## src/rtl/bus_master.sv

```systemverilog
// Transmitting side of a valid/ready handshake: emits a burst of LEN beats with data = base + i,
// optionally separated by GAP idle cycles. Every output is driven straight from a flop.
`timescale 1ns/1ps

module bus_master #(
    parameter int DATA_W = 3,
    parameter int LEN_W  = 4,
    parameter int GAP    = 0
) (
    input  logic              sys_clk,
    input  logic              rst,
    input  logic              start,
    input  logic [DATA_W-1:0] base,
    input  logic [LEN_W-1:0]  len,
    input  logic              ready_in,
    output logic              valid_out,
    output logic [DATA_W-1:0] data_out,
    output logic              busy,
    output logic              done,
    output logic [LEN_W-1:0]  beat_cnt
);

    localparam logic [1:0] IDLE     = 2'd0;
    localparam logic [1:0] SEND     = 2'd1;
    localparam logic [1:0] WAIT_GAP = 2'd2;
    localparam logic [1:0] DONE     = 2'd3;

    localparam int GAP_W = (GAP > 1) ? $clog2(GAP + 1) : 1;

    logic [1:0]       state;
    logic [LEN_W-1:0] len_q;
    logic [GAP_W-1:0] gap_cnt;
    logic             xfer;
    logic             last_beat;

    assign xfer      = valid_out && ready_in;
    assign last_beat = (beat_cnt + LEN_W'(1)) == len_q;

    // busy and done are registered alongside state so no output is a decode of the state bits.
    always_ff @(posedge sys_clk) begin
        if (rst) begin
            state     <= IDLE;
            valid_out <= 1'b0;
            data_out  <= '0;
            busy      <= 1'b0;
            done      <= 1'b0;
            beat_cnt  <= '0;
            len_q     <= '0;
            gap_cnt   <= '0;
        end else begin
            // NOTE: done defaults low each cycle and is raised only on entry to DONE, giving a
            // single-cycle pulse without a separate clear path; non-blocking keeps the later
            // assignment in the same cycle the winner.
            done <= 1'b0;
            case (state)
                IDLE: begin
                    if (start) begin
                        beat_cnt <= '0;
                        busy     <= 1'b1;
                        if (len != '0) begin
                            state     <= SEND;
                            len_q     <= len;
                            valid_out <= 1'b1;
                            data_out  <= base;
                        end else begin
                            state <= DONE;
                            done  <= 1'b1;
                        end
                    end
                end
                SEND: begin
                    if (xfer) begin
                        beat_cnt <= beat_cnt + LEN_W'(1);
                        if (last_beat) begin
                            state     <= DONE;
                            valid_out <= 1'b0;
                            done      <= 1'b1;
                        end else if (GAP == 0) begin
                            data_out <= data_out + DATA_W'(1);
                        end else begin
                            state     <= WAIT_GAP;
                            valid_out <= 1'b0;
                            gap_cnt   <= GAP_W'(GAP);
                        end
                    end
                end
                WAIT_GAP: begin
                    if (gap_cnt == GAP_W'(1)) begin
                        state     <= SEND;
                        valid_out <= 1'b1;
                        data_out  <= data_out + DATA_W'(1);
                    end else begin
                        gap_cnt <= gap_cnt - GAP_W'(1);
                    end
                end
                DONE: begin
                    state <= IDLE;
                    busy  <= 1'b0;
                end
                default: begin
                    state     <= IDLE;
                    valid_out <= 1'b0;
                    busy      <= 1'b0;
                end
            endcase
        end
    end

endmodule

```

## config.mk

```make
export PLATFORM = sky130hd
export DESIGN_NAME = bus_master
export DESIGN_NICKNAME = d
export VERILOG_FILES = /design/src/rtl/bus_master.sv
export SDC_FILE = /design/constraint.sdc
export NUM_CORES = 1
export LEC_CHECK = 0
export BUFFER_PORTS_ARGS = -buffer_cell sky130_fd_sc_hd__buf_2
export CORE_MARGIN = 2
export CORE_UTILIZATION = 45
export DETAILED_ROUTE_END_ITERATION = 8
export PLACE_DENSITY = 0.7
export RECOVER_POWER = 25
export SLEW_MARGIN = 25
export SYNTH_ARGS = -nofsm -noshare
export SYNTH_HDL_FRONTEND = slang
export SYNTH_SLANG_ARGS = --single-unit
```

## constraint.sdc

```tcl
create_clock -name sys_clk -period 2 [get_ports sys_clk]
set_input_delay 0.3 -clock sys_clk [delete_from_list [all_inputs] [get_ports sys_clk]]
set_output_delay 0.3 -clock sys_clk [all_outputs]
set_load 0.1 [all_outputs]
```

==> out/summary.txt, run 1 <==
vias in the first global route = 966
routed wire length = 2380 um
Syn Nets = 139
PwrDens = 1620 nW/um^2
setup violators final = 0
fill count = 185
Tot Pwr = 0.00214 W
Die W = 50.8 um
crit share post-route = 0.986
Total GRT Usage = 0.205
reg2reg start = state[1]
RD Place Congestion = 0.795
share of layout cells above drive strength 1 = 0.364
Post-Synthesis Cells = 120
max-cap violations = 0
required time of the critical path = 2.22 ns
CTS tree = built
largest cells by area after synthesis = dfxtp_1, ha_1, nor2_1, a21oi_1, nand2_1
Synth Flop Type = dfxtp_1
startpoint types = flop
die area = 2580 um^2
largest net degree at the start of global routing = 18
Leak = 0.584 nW
Reg clk slew, reported paths = 0.10 ns
Syn. warnings = 0
ant diodes = 0
post-route ant nets = 0
Final Skew = 0.00505 ns
row cnt = 16
# IOs = 21
Pre-antenna DRT Iters = 4
RSZ-0062 raised after global routing = yes
initial antenna violation count = 0
FMAX = 0.507 GHz
CP Max Fanout = 5
Reg2Reg Setup Slack = 0.03 ns
Worst setup EP type = flop
DR vias = 988
post-synthesis average cell area = 8.22 um^2
most frequent cells in the layout = buf_2, nor2_1, buf_4
commonest non-fill, non-tap cell in the layout = buf_2
clock sinks = 17
Post-Place Setup Slack = -0.0869 ns
Synth cell types = 32
Initial DRC Count = 47
Synth async-reset ratio = 0
Synth top area share = 0.345
drc violations = 0
Worst Setup EP = data_out[0]
Max VDD drop = 0.00108 V
PortBufs = 20
Final min period = 1.97 ns
Setup CP Type = reg2reg
Relative slew margins = 0.649
CTS Buf Count = 3
grt total ovfl = 0
first-pass GRT wire length = 4110 um
vias per inst = 5.46
H-tree lvl count = 1
Setup WS post-layout = 0.0275 ns
status = finished, final reports clean
Die Ht = 50.8 um
crit path DAT = 2.19 ns
number of synthesized flops with an enable pin = 0
Seq/Total Area, Yosys = 0.345
Hold Vio Cnt, Final = 0
DR WL/cell = 13.1 um
slew of the pin with the lowest slew margin = 0.521 ns
Initial Util = 0.488
synthesized cell area = 986 um^2
final layout net count = 174
clk_lat worst skew = 0.28 ns
RR Endpoint = data_out[0]
Yosys reg bits = 17
crit path from = state[1]
Layout area overhead = 34.1%
Max Slew Vio Count = 0
R2R cell count = 7
Post-DP HPWL = 1790 um
CTS Buffer Depth = 2
Hold Crit Class = in2reg
root buffer cell = clkbuf_4
core area = 2020 um^2
cell taking the most area after synthesis = dfxtp_1
[report_power, final]
group          switching, W  internal, W  total (W)
clock network      0.000107    0.0000774   0.000184
registers         0.0000939     0.000440   0.000534
logic              0.000878     0.000549    0.00143
total               0.00108      0.00107    0.00214
[flip-flops by register name (all words and copies together) (netlist names)]
register and cells:
gap_cnt 1, state 2, beat_cnt 4, data_out 3, valid_out 1, done 1, busy 1, len_q 4
[synthesized netlist by cell type (3+ instances only)]
cell      number
dfxtp_1       17
nor2_1        15
nand2_1       13
a21oi_1       11
ha_1           8
nand3_1        6
o21ai_0        6
clkbuf_1       4
inv_1          3
nor2b_1        3
nor3_1         3
or3_1          3
xnor2_1        3
[how the worst min path moves through the flow]
| stage | slack (ns) | to | from | depth (start not counted) |
|---|---|---|---|---|
| 5_1_grt | 0.29 | len_q[1] | len[1] | 3 |
| 3_5_place_dp | 0.47 | gap_cnt | gap_cnt | 2 |
| 6_report | 0.26 | len_q[0] | len[0] | 3 |
| 2_1_floorplan | 0.44 | len_q[0] | len[0] | 2 |
| 4_1_cts | 0.25 | len_q[0] | len[0] | 3 |
| 3_3_place_gp | 0.46 | gap_cnt | gap_cnt | 2 |
[per-stage QoR]
step           hold WS (ns)  area, um^2  cells  utilization  TNS (ns)
5_1_grt               0.286        1320    181        0.654   -0.0226
3_5_place_dp          0.467        1200    174        0.593   -0.0944
3_3_place_gp          0.459        1200    174        0.593         0
6_report              0.265        1320    181        0.654         0
2_1_floorplan         0.436         998    120            -         0
4_1_cts               0.252        1290    181        0.640   -0.0131
[final cells by class]
type / count / area (um^2) / area share
Inverter: 3 / 16.3 / 0.0123
Clock buffer: 4 / 26.3 / 0.0199
Multi-Input combinational cell: 96 / 684 / 0.518
Tap cell: 27 / 33.8 / 0.0255
Timing Repair Buffer: 34 / 205 / 0.155
Sequential cell: 17 / 357 / 0.270
[critical path, stage by stage (launching register included)]
cell and delay (ns):
dfxtp_4 0.39, inv_4 0.04, buf_4 0.14, ha_4 0.16
a21boi_0 0.14, a2111o_1 0.47, or4_1 0.41, a21oi_1 0.13
[cell families after synthesis]
family / synth area share
xor gates and xnor gates: 0.0673
AOI/OAI and AO/OA: 0.178
DFF: 0.345
buffers and inverters: 0.0266
adders and majority gates: 0.102
and+or+nand+nor: 0.272
muxes: 0.0102
[per-layer routing]
| layer | GRT usage | wire [um] |
|---|---|---|
| met1 | 0.261 | 1070 |
| met2 | 0.360 | 1210 |
| met3 | 0.0292 | 93 |
| met4 | 0.0631 | 10 |
| met5 | 0 | 0 |
[repair_timing]
| action | CTS | global route |
|---|---|---|
| pin swaps | 5 | 4 |
| gates resized for setup | 12 | 5 |
| hold buffers | 0 | 0 |
| endpoints found under the setup margin | 4 | 3 |
| buffers inserted | 3 | 0 |
| cloned | 0 | 0 |
(Power assumes the default switching activity.)
==> run 2, diff against run 1 <==
- SETUP_SLACK_MARGIN: default -> 0.3
==> run 2 against run 1 <==
Net effect:
- count of clock-buffer cells in the layout unchanged
- routed wire length up 4.1%
- power up 0.69%
- cell count unchanged
- cell area up 2.3%
- clock power barely moved
- setup slack improved by 0.043 ns
- utilization is 1.5 points higher
- worst hold slack worse by 0.0054 ns
- critical endpoint is now data_out[1]
- sequential power up 3%
- flip-flop and latch count is the same
==> out/summary.txt, run 2 (synthesis gave the netlist of run 1 again) <==
status = finished, final reports clean
max-cap violations = 0 (unchanged)
commonest non-fill, non-tap cell in the layout = buf_2
Worst setup EP type = flop
Max Slew Vio Count = 0 (unchanged)
Relative slew margins = 0.673 (+0.0241)
clock sinks = 17 (unchanged)
H-tree lvl count = 1 (unchanged)
Final min period = 1.93 ns (-0.0433 ns)
initial antenna violation count = 0 (unchanged)
Clk pwr share = 0.085 (about the same)
Die Ht = 50.8 um (unchanged)
Hold Crit Class = in2reg
PwrDens = 1600 nW/um^2 (-1.5%)
startpoint types = flop
crit path DAT = 2.15 ns (-0.04 ns)
Cell Chain, Critical Path = inv_4 > ha_4 > nor2b_4 > or2_4 > a2111o_1 > buf_6 > or3_4 > a21oi_2
PortBufs = 20 (unchanged)
Initial DRC Count = 13 (-72%)
Die W = 50.8 um (unchanged)
Switching Share = 0.505 (+0.00191)
P_sw = 0.00109 W (+1.1%)
Leak = 0.593 nW (+1.6%)
Worst path slowest cell = dfxtp_4
most frequent cells in the layout = buf_2, nor2_1, nand2_1, buf_4, a21oi_1
crit share post-route = 0.965 (-0.0216)
CTS Buffer Depth = 2 (unchanged)
CP max stage delay = 0.39 ns (-0.08 ns)
CTS tree = built
drc violations = 0 (unchanged)
Pre-antenna DRT Iters = 4 (unchanged)
FMAX = 0.518 GHz (+2.2%)
root buffer cell = clkbuf_4
routed wire length = 2480 um (+4.1%)
grt total ovfl = 0 (unchanged)
Hold Vio Cnt, Final = 0 (unchanged)
setup violators final = 0 (unchanged)
share of layout cells above drive strength 1 = 0.396 (+0.0325)
clk_lat worst skew = 0.29 ns (about the same)
core area = 2020 um^2 (unchanged)
Layout area overhead = 37.2%
Initial Util = 0.488 (unchanged)
ant diodes = 0 (unchanged)
vias in the first global route = 944 (-2.3%)
final layout net count = 174 (unchanged)
Reg clk slew, reported paths = 0.10 ns (about the same)
vias per inst = 5.51 (+0.91%)
DR WL/cell = 13.7 um (+4.1%)
CP Max Fanout = 4 (-1)
slew of the pin with the lowest slew margin = 0.485 ns (-0.0358 ns)
Gate power share = 0.660 (-0.005)
CTS Buf Count = 3 (unchanged)
CTS Hold Bufs = 0 (unchanged)
largest net degree at the start of global routing = 18 (unchanged)
die area = 2580 um^2 (unchanged)
Crit path max-delay family = simple AND/OR/NAND/NOR gates
first-pass GRT wire length = 4180 um (+1.9%)
Seq pwr share = 0.255 (+0.006)
Int Power = 0.00107 W (+0.30%)
placed insts = 167 (-4.0%)
RD Place Congestion = 0.793 (-0.30%)
post-route ant nets = 0 (unchanged)
RSZ-0062 raised after global routing = yes
setup TNS = 0 ns (unchanged)
Largest regs = beat_cnt (4), len_q (4), data_out (3)
critical path buffer and inverter count = 2 (unchanged)
Final Skew = 0.00643 ns (+0.00137 ns)
# IOs = 21 (unchanged)
DR vias = 997 (+0.91%)
Max VDD drop = 0.00100 V (-7.2%)
fin cells = 181 (unchanged)
row cnt = 16 (unchanged)
Total GRT Usage = 0.215 (+0.00958)
Setup CP Type = reg2reg
required time of the critical path = 2.22 ns (about the same)
Post-DP HPWL = 1740 um (-2.7%)
==> run 2: final cells by class <==
class / count / area, um^2
inverters: 3 / 16.3
fillers: 184 / 669
repair buffers: 34 / 209
well taps: 27 / 33.8
multi-input cells: 96 / 697
flip-flops and latches: 17 / 370
clock buffers: 4 / 26.3
==> run 2: layer usage <==
metal | wire length [um] | up-vias | global-route usage
li1 | - | 502 | -
met1 | 1070 | 468 | 0.257
met2 | 1300 | 23 | 0.397
met3 | 87 | 4 | 0.0263
met4 | 21 | 0 | 0.0676
met5 | 0 | - | 0
==> run 2: path summary, 6_finish.rpt <==
check | slack [ns] | endpoint | depth (start not counted) | start
setup / recovery | 0.07 | data_out[1] | 8 | state[0]
hold / removal | 0.26 | len_q[0] | 3 | len[0]
setup reg to reg | 0.07 | data_out[1] | 8 | state[0]
hold reg to reg | 0.48 | len_q[0] | 2 | len_q[0]
==> run 2: power by group through the flow <==
stage	clock, W	combinational [W]	sequential [W]
2_1_floorplan	0	0.000646	0.000901
3_3_place_gp	0	0.00120	0.000555
3_5_place_dp	0	0.00122	0.000562
4_1_cts	0.000192	0.00131	0.000544
5_1_grt	0.000197	0.00154	0.000565
6_report	0.000184	0.00142	0.000550
==> run 2: worst reg2reg max path: stages, from the launching register on <==
cell and delay, ns:
dfxtp_4 0.39, inv_4 0.05, ha_4 0.15, nor2b_4 0.12, or2_4 0.24, a2111o_1 0.33
buf_6 0.14, or3_4 0.32, a21oi_2 0.11
==> run 2: timing repair <==
| action | 4_1_cts | 5_1_grt |
|---|---|---|
| buffers inserted | 7 | 3 |
| pin swaps | 6 | 3 |
| endpoints found under the setup margin | 5 | 7 |
| gates cloned | 0 | 0 |
| hold endpoints to repair | 0 | 0 |
| gates resized for setup | 1 | 5 |
==> run 2: through the flow <==
stage	hold slack (ns)	power, W	worst slack (ns)	area (um^2)	utilization
2_1_floorplan	0.436	0.00155	0.151	1080	-
3_3_place_gp	0.461	0.00176	0.0964	1220	0.606
3_5_place_dp	0.470	0.00178	0.0646	1220	0.606
4_1_cts	0.254	0.00205	0.0617	1310	0.648
5_1_grt	0.278	0.00230	0.000689	1350	0.669
6_report	0.259	0.00216	0.0708	1350	0.669
